## src/rtl/alu32_arbiter.sv

```systemverilog
// alu32_arbiter: round-robin sharing of one alu32 between two requesters.
// Optional ALU_ARB_FASTRESP_EN: arbitrate again on the response handshake.
`ifndef ALU_ADD
`define ALU_AND 3'b000
`define ALU_OR  3'b001
`define ALU_ADD 3'b010
`define ALU_XOR 3'b011
`define ALU_NOR 3'b100
`define ALU_SUB 3'b110
`endif

module alu32 (
    input  logic [31:0] A,
    input  logic [31:0] B,
    input  logic [2:0]  control,
    output logic [31:0] out,
    output logic        overflow,
    output logic        zero,
    output logic        negative
);
    logic [31:0] sum;
    logic [31:0] diff;

    assign sum  = A + B;
    assign diff = A - B;

    always_comb begin
        out      = '0;
        overflow = 1'b0;
        case (control)
            `ALU_ADD: begin
                out      = sum;
                overflow = (A[31] == B[31]) && (sum[31] != A[31]);
            end
            `ALU_SUB: begin
                out      = diff;
                overflow = (A[31] != B[31]) && (diff[31] != A[31]);
            end
            `ALU_AND: out = A & B;
            `ALU_OR:  out = A | B;
            `ALU_NOR: out = ~(A | B);
            `ALU_XOR: out = A ^ B;
            default:  out = '0;
        endcase
    end

    assign zero     = (out == 32'd0);
    assign negative = out[31];
endmodule

module alu32_arbiter #(
    parameter int EXEC_CYCLES = 1
) (
    input  logic        clock,
    input  logic        reset,
    input  logic        req0_valid,
    output logic        req0_ready,
    input  logic [31:0] req0_A,
    input  logic [31:0] req0_B,
    input  logic [2:0]  req0_control,
    input  logic        req1_valid,
    output logic        req1_ready,
    input  logic [31:0] req1_A,
    input  logic [31:0] req1_B,
    input  logic [2:0]  req1_control,
    output logic        resp_valid,
    input  logic        resp_ready,
    output logic        resp_id,
    output logic [31:0] resp_out,
    output logic        resp_overflow,
    output logic        resp_zero,
    output logic        resp_negative,
    output logic        busy
);
    typedef enum logic [1:0] {
        IDLE = 2'd0,
        EXEC = 2'd1,
        RESP = 2'd2
    } state_t;

    localparam logic [3:0] CNT_INIT = 4'(EXEC_CYCLES - 1);

    state_t      state;
    state_t      state_nx;
    logic        last_grant;
    logic [3:0]  exec_cnt;
    logic [31:0] a_q;
    logic [31:0] b_q;
    logic [2:0]  ctl_q;
    logic        id_q;

    logic        arb_en;
    logic        gnt0;
    logic        gnt1;
    logic        accept;
    logic        exec_done;
    logic        resp_fire;

    logic [31:0] alu_out;
    logic        alu_ov;
    logic        alu_z;
    logic        alu_n;

`ifdef ALU_ARB_FASTRESP_EN
    assign arb_en = (state == IDLE)
                 || (state == RESP && resp_ready);
`else
    assign arb_en = (state == IDLE);
`endif

    // Tie goes to whoever did not win last time.
    always_comb begin
        gnt0 = 1'b0;
        gnt1 = 1'b0;
        if (arb_en) begin
            if (req0_valid && req1_valid) begin
                gnt0 = last_grant;
                gnt1 = !last_grant;
            end else begin
                gnt0 = req0_valid;
                gnt1 = req1_valid;
            end
        end
    end

    assign req0_ready = gnt0;
    assign req1_ready = gnt1;
    assign accept     = gnt0 || gnt1;
    assign exec_done  = (state == EXEC) && (exec_cnt == 4'd0);
    assign resp_fire  = (state == RESP) && resp_ready;
    assign busy       = (state != IDLE);

    alu32 u_alu (
        .A        (a_q),
        .B        (b_q),
        .control  (ctl_q),
        .out      (alu_out),
        .overflow (alu_ov),
        .zero     (alu_z),
        .negative (alu_n)
    );

    always_comb begin
        state_nx = state;
        case (state)
            IDLE: if (accept) state_nx = EXEC;
            EXEC: if (exec_cnt == 4'd0) state_nx = RESP;
            RESP: begin
                if (resp_ready)
                    state_nx = accept ? EXEC : IDLE;
            end
            default: state_nx = IDLE;
        endcase
    end

    always_ff @(posedge clock) begin
        if (reset) begin
            state         <= IDLE;
            last_grant    <= 1'b1;
            exec_cnt      <= 4'd0;
            a_q           <= '0;
            b_q           <= '0;
            ctl_q         <= '0;
            id_q          <= 1'b0;
            resp_valid    <= 1'b0;
            resp_id       <= 1'b0;
            resp_out      <= '0;
            resp_overflow <= 1'b0;
            resp_zero     <= 1'b0;
            resp_negative <= 1'b0;
        end else begin
            state <= state_nx;
            if (accept) begin
                a_q        <= gnt1 ? req1_A : req0_A;
                b_q        <= gnt1 ? req1_B : req0_B;
                ctl_q      <= gnt1 ? req1_control : req0_control;
                id_q       <= gnt1;
                last_grant <= gnt1;
                exec_cnt   <= CNT_INIT;
            end else if (state == EXEC && exec_cnt != 4'd0) begin
                exec_cnt <= exec_cnt - 4'd1;
            end
            if (exec_done) begin
                resp_valid    <= 1'b1;
                resp_id       <= id_q;
                resp_out      <= alu_out;
                resp_overflow <= alu_ov;
                resp_zero     <= alu_z;
                resp_negative <= alu_n;
            end else if (resp_fire) begin
                resp_valid <= 1'b0;
            end
        end
    end
endmodule

```

## config.mk

```make
export PLATFORM = sky130hd
export DESIGN_NAME = alu32_arbiter
export DESIGN_NICKNAME = d
export VERILOG_FILES = /design/src/rtl/alu32_arbiter.sv
export SDC_FILE = /design/constraint.sdc
export NUM_CORES = 1
export LEC_CHECK = 0
export CAP_MARGIN = 15
export CELL_PAD_IN_SITES_DETAIL_PLACEMENT = 1
export CELL_PAD_IN_SITES_GLOBAL_PLACEMENT = 2
export CORE_MARGIN = 4
export CORE_UTILIZATION = 33
export CTS_CLUSTER_DIAMETER = 200
export DETAILED_ROUTE_END_ITERATION = 16
export GPL_ROUTABILITY_DRIVEN = 0
export GPL_TIMING_DRIVEN = 0
export PLACE_DENSITY_LB_ADDON = 0.1
export SLEW_MARGIN = 25
export SYNTH_ARGS = -nofsm -noshare
export SYNTH_HDL_FRONTEND = slang
export SYNTH_SLANG_ARGS = --single-unit
```

## constraint.sdc

```tcl
create_clock -name clock -period 8.9 [get_ports clock]
set_clock_uncertainty 0.05 [all_clocks]
set_input_delay 0.89 -clock clock [delete_from_list [all_inputs] [get_ports clock]]
set_output_delay 0.89 -clock clock [all_outputs]
set_load 0.02 [all_outputs]
```

==> results of run 1 <==
## cell type report
| type | count | area share, % |
|---|---|---|
| clock buffer | 9 | 1.76 |
| buffer | 94 | 3.07 |
| inverter | 108 | 3.17 |
| multi-input combinational | 1025 | 55.8 |
| timing repair buffer | 180 | 14.1 |
| clock inverter | 7 | 0.891 |
| tap | 390 | 3.82 |
| sequential | 111 | 17.4 |
## cell families (layout without fill, tap and decap cells)
family	after synthesis	after routing
AO/OA/AOI/OAI	462	462
AND/OR/NAND/NOR	423	423
buffers and inverters	202	398
flip-flops	111	111
adder cells (fa/ha/maj)	107	107
multiplexers	25	25
XOR/XNOR	8	8
## worst max-delay path: cells and delay by family, from the launching register on
family / cells / cell delay (ns)
AO/OA/AOI/OAI: 5 / 0.98
buffers and inverters: 4 / 1.86
flip-flops: 1 / 0.48
AND/OR/NAND/NOR: 3 / 1.22
## per-layer routing
layer / track usage [%] / routed length (um) / vias up
met5: 0 / 0 / -
met4: 5.27 / 725 / 0
met3: 4.07 / 3470 / 50
met2: 43.8 / 21300 / 500
met1: 39.5 / 22200 / 5833
li1: - / - / 5381
## worst paths after layout
path               from          to  slack [ns]  depth (start not counted)
max            ctl_q[1]   resp_zero        4.20                         12
min reg2reg  resp_valid  resp_valid        0.41                          2
min          resp_valid  resp_valid        0.41                          2
max reg2reg    ctl_q[1]   resp_zero        4.20                         12
## sequential cells by signal (all words and copies together), names as in the netlist, 2 cells and up
| name | flops |
|---|---|
| b_q | 32 |
| state | 2 |
| resp_out | 32 |
| exec_cnt | 4 |
| ctl_q | 3 |
| a_q | 32 |
## power by group through the flow
stage               sequential [W]  combinational [W]  clock [W]
floorplan                 0.000612           0.000674          0
global placement          0.000608            0.00109          0
detailed placement        0.000610            0.00111          0
CTS                       0.000599            0.00111   0.000493
global route              0.000607            0.00122   0.000507
finish                    0.000598            0.00114   0.000481
## layout by cell type (no fill, tap or decap), types with 13 or more instances in the layout
master,count
o21ai_0,48
o221ai_1,15
a222oi_1,67
o211ai_1,19
ha_1,105
nor2_1,182
nor3_1,37
clkbuf_1,68
nor2b_1,14
nand2_1,89
a21oi_1,108
inv_1,104
clkdlybuf4s50_1,178
a211oi_1,25
dfxtp_1,111
nand3_1,18
nand4_1,15
o31ai_1,15
mux2i_1,23
buf_2,13
## metrics by stage
| step | util (%) | power, W | cells |
|---|---|---|---|
| 2_1_floorplan | - | 0.00129 | 1338 |
| 3_3_place_gp | 41.4 | 0.00169 | 1906 |
| 3_5_place_dp | 41.5 | 0.00172 | 1908 |
| 4_1_cts | 42.6 | 0.00221 | 1924 |
| 5_1_grt | 42.6 | 0.00234 | 1924 |
| 6_report | 42.6 | 0.00222 | 1924 |
==> results.json, run 1 <==
{
  "status": "completed",
  "ir_drop_v": 0.000110,
  "synth_top_family_by_area": "compound AO/OA/AOI/OAI gates",
  "muxShareOfSynthArea_pct": 2.50,
  "total_switching_power_w": 0.00100,
  "yosys_register_bits": 111,
  "dieArea_um2": 33500,
  "post-route-min-period_ns": 4.70,
  "power_density_nw_per_um2": 173,
  "ys_seq_area_share_pct": 22.0,
  "dr.pass1.iters": 8,
  "synth_compound_area_share_pct": 34.1,
  "holdBufCountCts": 0,
  "ys.flop_type": "dfxtp_1",
  "grt_pass1_wl_mm": 71.6,
  "wl_per_cell_um": 24.8,
  "numPortBuffers": 178,
  "grt_usage_pct": 27.4,
  "yosysWarningCount": 0,
  "synth_cells": 1338,
  "path_cells": "buf_4 -> buf_4 -> clkbuf_1 -> clkbuf_1 -> a21oi_1 -> o221ai_1 -> o211ai_1 -> a21oi_1 -> nand3_1 -> or4_1 -> or4_1 -> o41ai_2",
  "hold_ws_ns": 0.408,
  "startpoint_type": "register",
  "drv_cap": 0,
  "end_kind": "register",
  "row_count": 63,
  "cts.clk_slew.worst_paths_ns": 0.08,
  "critPathArrivalTime_ns": 4.94,
  "hold_viol": 0,
  "crit_type": "register to register",
  "drt_iter0_markers": 1278,
  "area_growth_syn_to_layout_pct": 26.3,
  "synth_common_cells": "nor2_1 (182), dfxtp_1 (111), a21oi_1 (110)",
  "power.share.switching_pct": 45.3,
  "layout.area.seq_um2": 2220,
  "crit_slowest_cell": "clkbuf_1",
  "die_x_um": 183,
  "netlist_area_um2": 10100,
  "drv_slew": 0,
  "post-route-period-util_pct": 52.8,
  "cts_buffers": 9,
  "ys_types": 99,
  "synth.net_count": 1584,
  "antenna_found_initial": 0,
  "clkPwrFrac_pct": 21.7,
  "grt_max_degree": 21,
  "synth_fa_ha_area_share_pct": 13.4,
  "syn-mean-instance-area_um2": 7.56,
  "slew_headroom_pct": 29.4,
  "multi_input_area_um2": 7120,
  "fin_ws_ns": 4.20,
  "max_freq_mhz": 213,
  "max_slew.worst_pin.slew_ns": 1.05,
  "hpwlAfterDp_mm": 37.6,
  "overflow": 0,
  "rsz0062_at_grt": "false",
  "cts_tree": "built",
  "cts-root-buf": "clkbuf_16",
  "clock_latency_ns": 0.39,
  "ant_nets": 0,
  "seqPwrFrac_pct": 27.0,
  "synth-xor-area-share_pct": 0.693,
  "final_area_um2": 12800,
  "place_ws_ns": 4.33,
  "p_leak_nw": 4.93,
  "yosys.area.top_type": "dfxtp_1",
  "p_comb_share_pct": 51.3,
  "synth-edff-count": 0,
  "cts_resized": 0,
  "num_antenna_cells": 0,
  "async_flop_share_pct": 0,
  "cts_buffer_depth": 2,
  "synth_area_leaders": "dfxtp_1 (22%), ha_1 (13%), nor2_1 (6.8%), a222oi_1 (6.6%), a21oi_1 (5.4%)",
  "drive_gt1_share_pct": 5.74,
  "netlist.area_leader.share_pct": 22.0,
  "htree_levels": 3,
  "clock-sinks": 111,
  "post-cts-setup-buffer-count": 0,
  "initial_core_util_pct": 33.8,
  "drc": 0,
  "dieHeight_um": 183,
  "boundaryPins": 179,
  "required_ns": 9.14,
  "cp_slowest_stage_delay_ns": 0.83,
  "via_per_inst": 6.11,
  "routed_wl_mm": 47.7,
  "vias": 11764,
  "intPower_w": 0.00121,
  "core_um2": 30000,
  "cp_max_fo": 10,
  "num-nets-final": 1775,
  "place_area_um2": 12400,
  "yosysMostFrequentCell": "nor2_1",
  "fin_tns_setup_ns": 0,
  "grt_pass1_vias": 11647,
  "synthSimpleGateAreaFrac_pct": 19.5,
  "setup_viol": 0,
  "min_path_type": "register to register",
  "nFillCells": 3700
}
Power figures use the tool's default switching activity.
==> run 2: changes to the inputs <==
--- a/config.mk
+++ b/config.mk
@@ -9,7 +9,7 @@
 export CELL_PAD_IN_SITES_DETAIL_PLACEMENT = 1
 export CELL_PAD_IN_SITES_GLOBAL_PLACEMENT = 2
 export CORE_MARGIN = 4
-export CORE_UTILIZATION = 33
+export CORE_UTILIZATION = 31
 export CTS_CLUSTER_DIAMETER = 200
 export DETAILED_ROUTE_END_ITERATION = 16
 export GPL_ROUTABILITY_DRIVEN = 0
==> constraint.sdc (replaced) <==
create_clock -name clock -period 4.7 [get_ports clock]
set_clock_uncertainty 0.05 [all_clocks]
set_input_delay 0.47 -clock clock [delete_from_list [all_inputs] [get_ports clock]]
set_output_delay 0.47 -clock clock [all_outputs]
set_load 0.02 [all_outputs]
==> results.json, run 2 (same netlist as run 1, synthesis figures left out) <==
{
  "hpwlAfterDp_mm": 38.2,
  "core_um2": 31900,
  "drc": 0,
  "dr.pass1.iters": 6,
  "end_kind": "register",
  "place_area_um2": 12500,
  "post-cts-setup-buffer-count": 0,
  "dieArea_um2": 35600,
  "crit_type": "register to register",
  "initial_core_util_pct": 31.7,
  "cp_max_fo": 10,
  "crit_slowest_cell": "clkbuf_1",
  "grt_pass1_vias": 11543,
  "max_freq_mhz": 214,
  "clock-sinks": 111,
  "setup_viol": 0,
  "grt_pass1_wl_mm": 72.4,
  "path_cells": "buf_4 -> buf_4 -> clkbuf_1 -> clkbuf_1 -> a21oi_1 -> o221ai_1 -> o211ai_1 -> a21oi_1 -> nand3_1 -> or4_1 -> or4_1 -> o41ai_2",
  "via_per_inst": 5.90,
  "boundaryPins": 179,
  "cts_buffer_depth": 2,
  "cts-root-buf": "clkbuf_16",
  "max_slew.worst_pin.slew_ns": 1.17,
  "cts_tree": "built",
  "required_ns": 4.95,
  "instances_no_fill": 1969,
  "post-route-period-util_pct": 99.3,
  "status": "completed",
  "clock_latency_ns": 0.40,
  "row_count": 65,
  "vias": 11618,
  "final_area_um2": 12900,
  "antenna_found_initial": 1,
  "cp_slowest_stage_delay_ns": 0.83,
  "grt_max_degree": 19,
  "holdBufCountCts": 0,
  "numPortBuffers": 178,
  "drv_slew": 0,
  "cts.clk_slew.worst_paths_ns": 0.09,
  "die_x_um": 189,
  "cts_buffers": 9,
  "reg_top3": "a_q x32, b_q x32, resp_out x32",
  "final_common_cell": "nor2_1",
  "num-nets-final": 1775,
  "layout_common_cells": "nor2_1 (181), clkdlybuf4s50_1 (178), dfxtp_1 (111)",
  "nFillCells": 3933,
  "dieHeight_um": 189,
  "routed_wl_mm": 48.6,
  "num_antenna_cells": 0,
  "critPathArrivalTime_ns": 4.92,
  "grt_usage_pct": 26.4,
  "area_growth_syn_to_layout_pct": 27.2,
  "p_leak_nw": 4.94,
  "min_path_type": "register to register",
  "dp.cells": 1953,
  "wl_per_cell_um": 24.7,
  "drive_gt1_share_pct": 6.19,
  "overflow": 0,
  "ir_drop_v": 0.000256,
  "startpoint_type": "register",
  "final_util_pct": 40.4,
  "drv_cap": 0,
  "post-route-min-period_ns": 4.67,
  "htree_levels": 3,
  "hold_viol": 0,
  "power_density_nw_per_um2": 323,
  "ant_nets": 0,
  "slew_headroom_pct": 21.7,
  "drt_iter0_markers": 1164
}
## run 2: final timing paths
check | start | endpoint | slack [ns] | cells past startpoint
worst max-delay path | ctl_q[1] | resp_zero | 0.03 | 12
worst min-delay path | resp_out[24] | resp_out[24] | 0.41 | 2
worst max register to register | ctl_q[1] | resp_zero | 0.03 | 12
worst min register to register | resp_out[24] | resp_out[24] | 0.41 | 2
## run 2: per-stage QoR
step | hold slack, ns | total power [W] | setup slack, ns | setup TNS (ns)
global route | 0.441 | 0.00440 | -0.0242 | -0.0242
CTS | 0.415 | 0.00413 | 0.0406 | 0
global placement | 0.395 | 0.00323 | -0.434 | -0.434
detailed placement | 0.404 | 0.00326 | -0.0850 | -0.0850
floorplan | 0.382 | 0.00244 | 0.932 | 0
finish | 0.414 | 0.00416 | 0.0321 | 0
## run 2: per-layer routing
| layer | global-route usage, % | wire, um |
|---|---|---|
| met4 | 6.19 | 1160 |
| met3 | 5.97 | 3570 |
| met2 | 40.6 | 20900 |
| met5 | 0 | 7 |
| met1 | 37.6 | 22900 |
## run 2: area by class of cell
cell class	count	area, um2	area share, %
inverters	108	405	3.15
multi-input cells	1025	7190	55.9
clock inverters	5	63.8	0.496
well taps	435	544	4.23
flip-flops and latches	111	2220	17.3
clock buffers	11	243	1.89
plain buffers	94	393	3.05
repair buffers	180	1800	14.0
## run 2: power by group
part,internal (W),switching [W]
sequential,0.00103,0.0000995
combinational,0.000785,0.00139
clock,0.000435,0.000418
## run 2: what timing repair did
item,CTS,global route
gates cloned,0,0
pin swaps,0,1
endpoints found under the setup margin,1,1
gates resized for setup,2,10
## run 2: worst max-delay path: cells and delay by family, from the launching register on
family          cells  cell delay, ns
buf+inv             4            1.82
simple gates        3            1.22
compound gates      5            0.98
flops               1            0.48
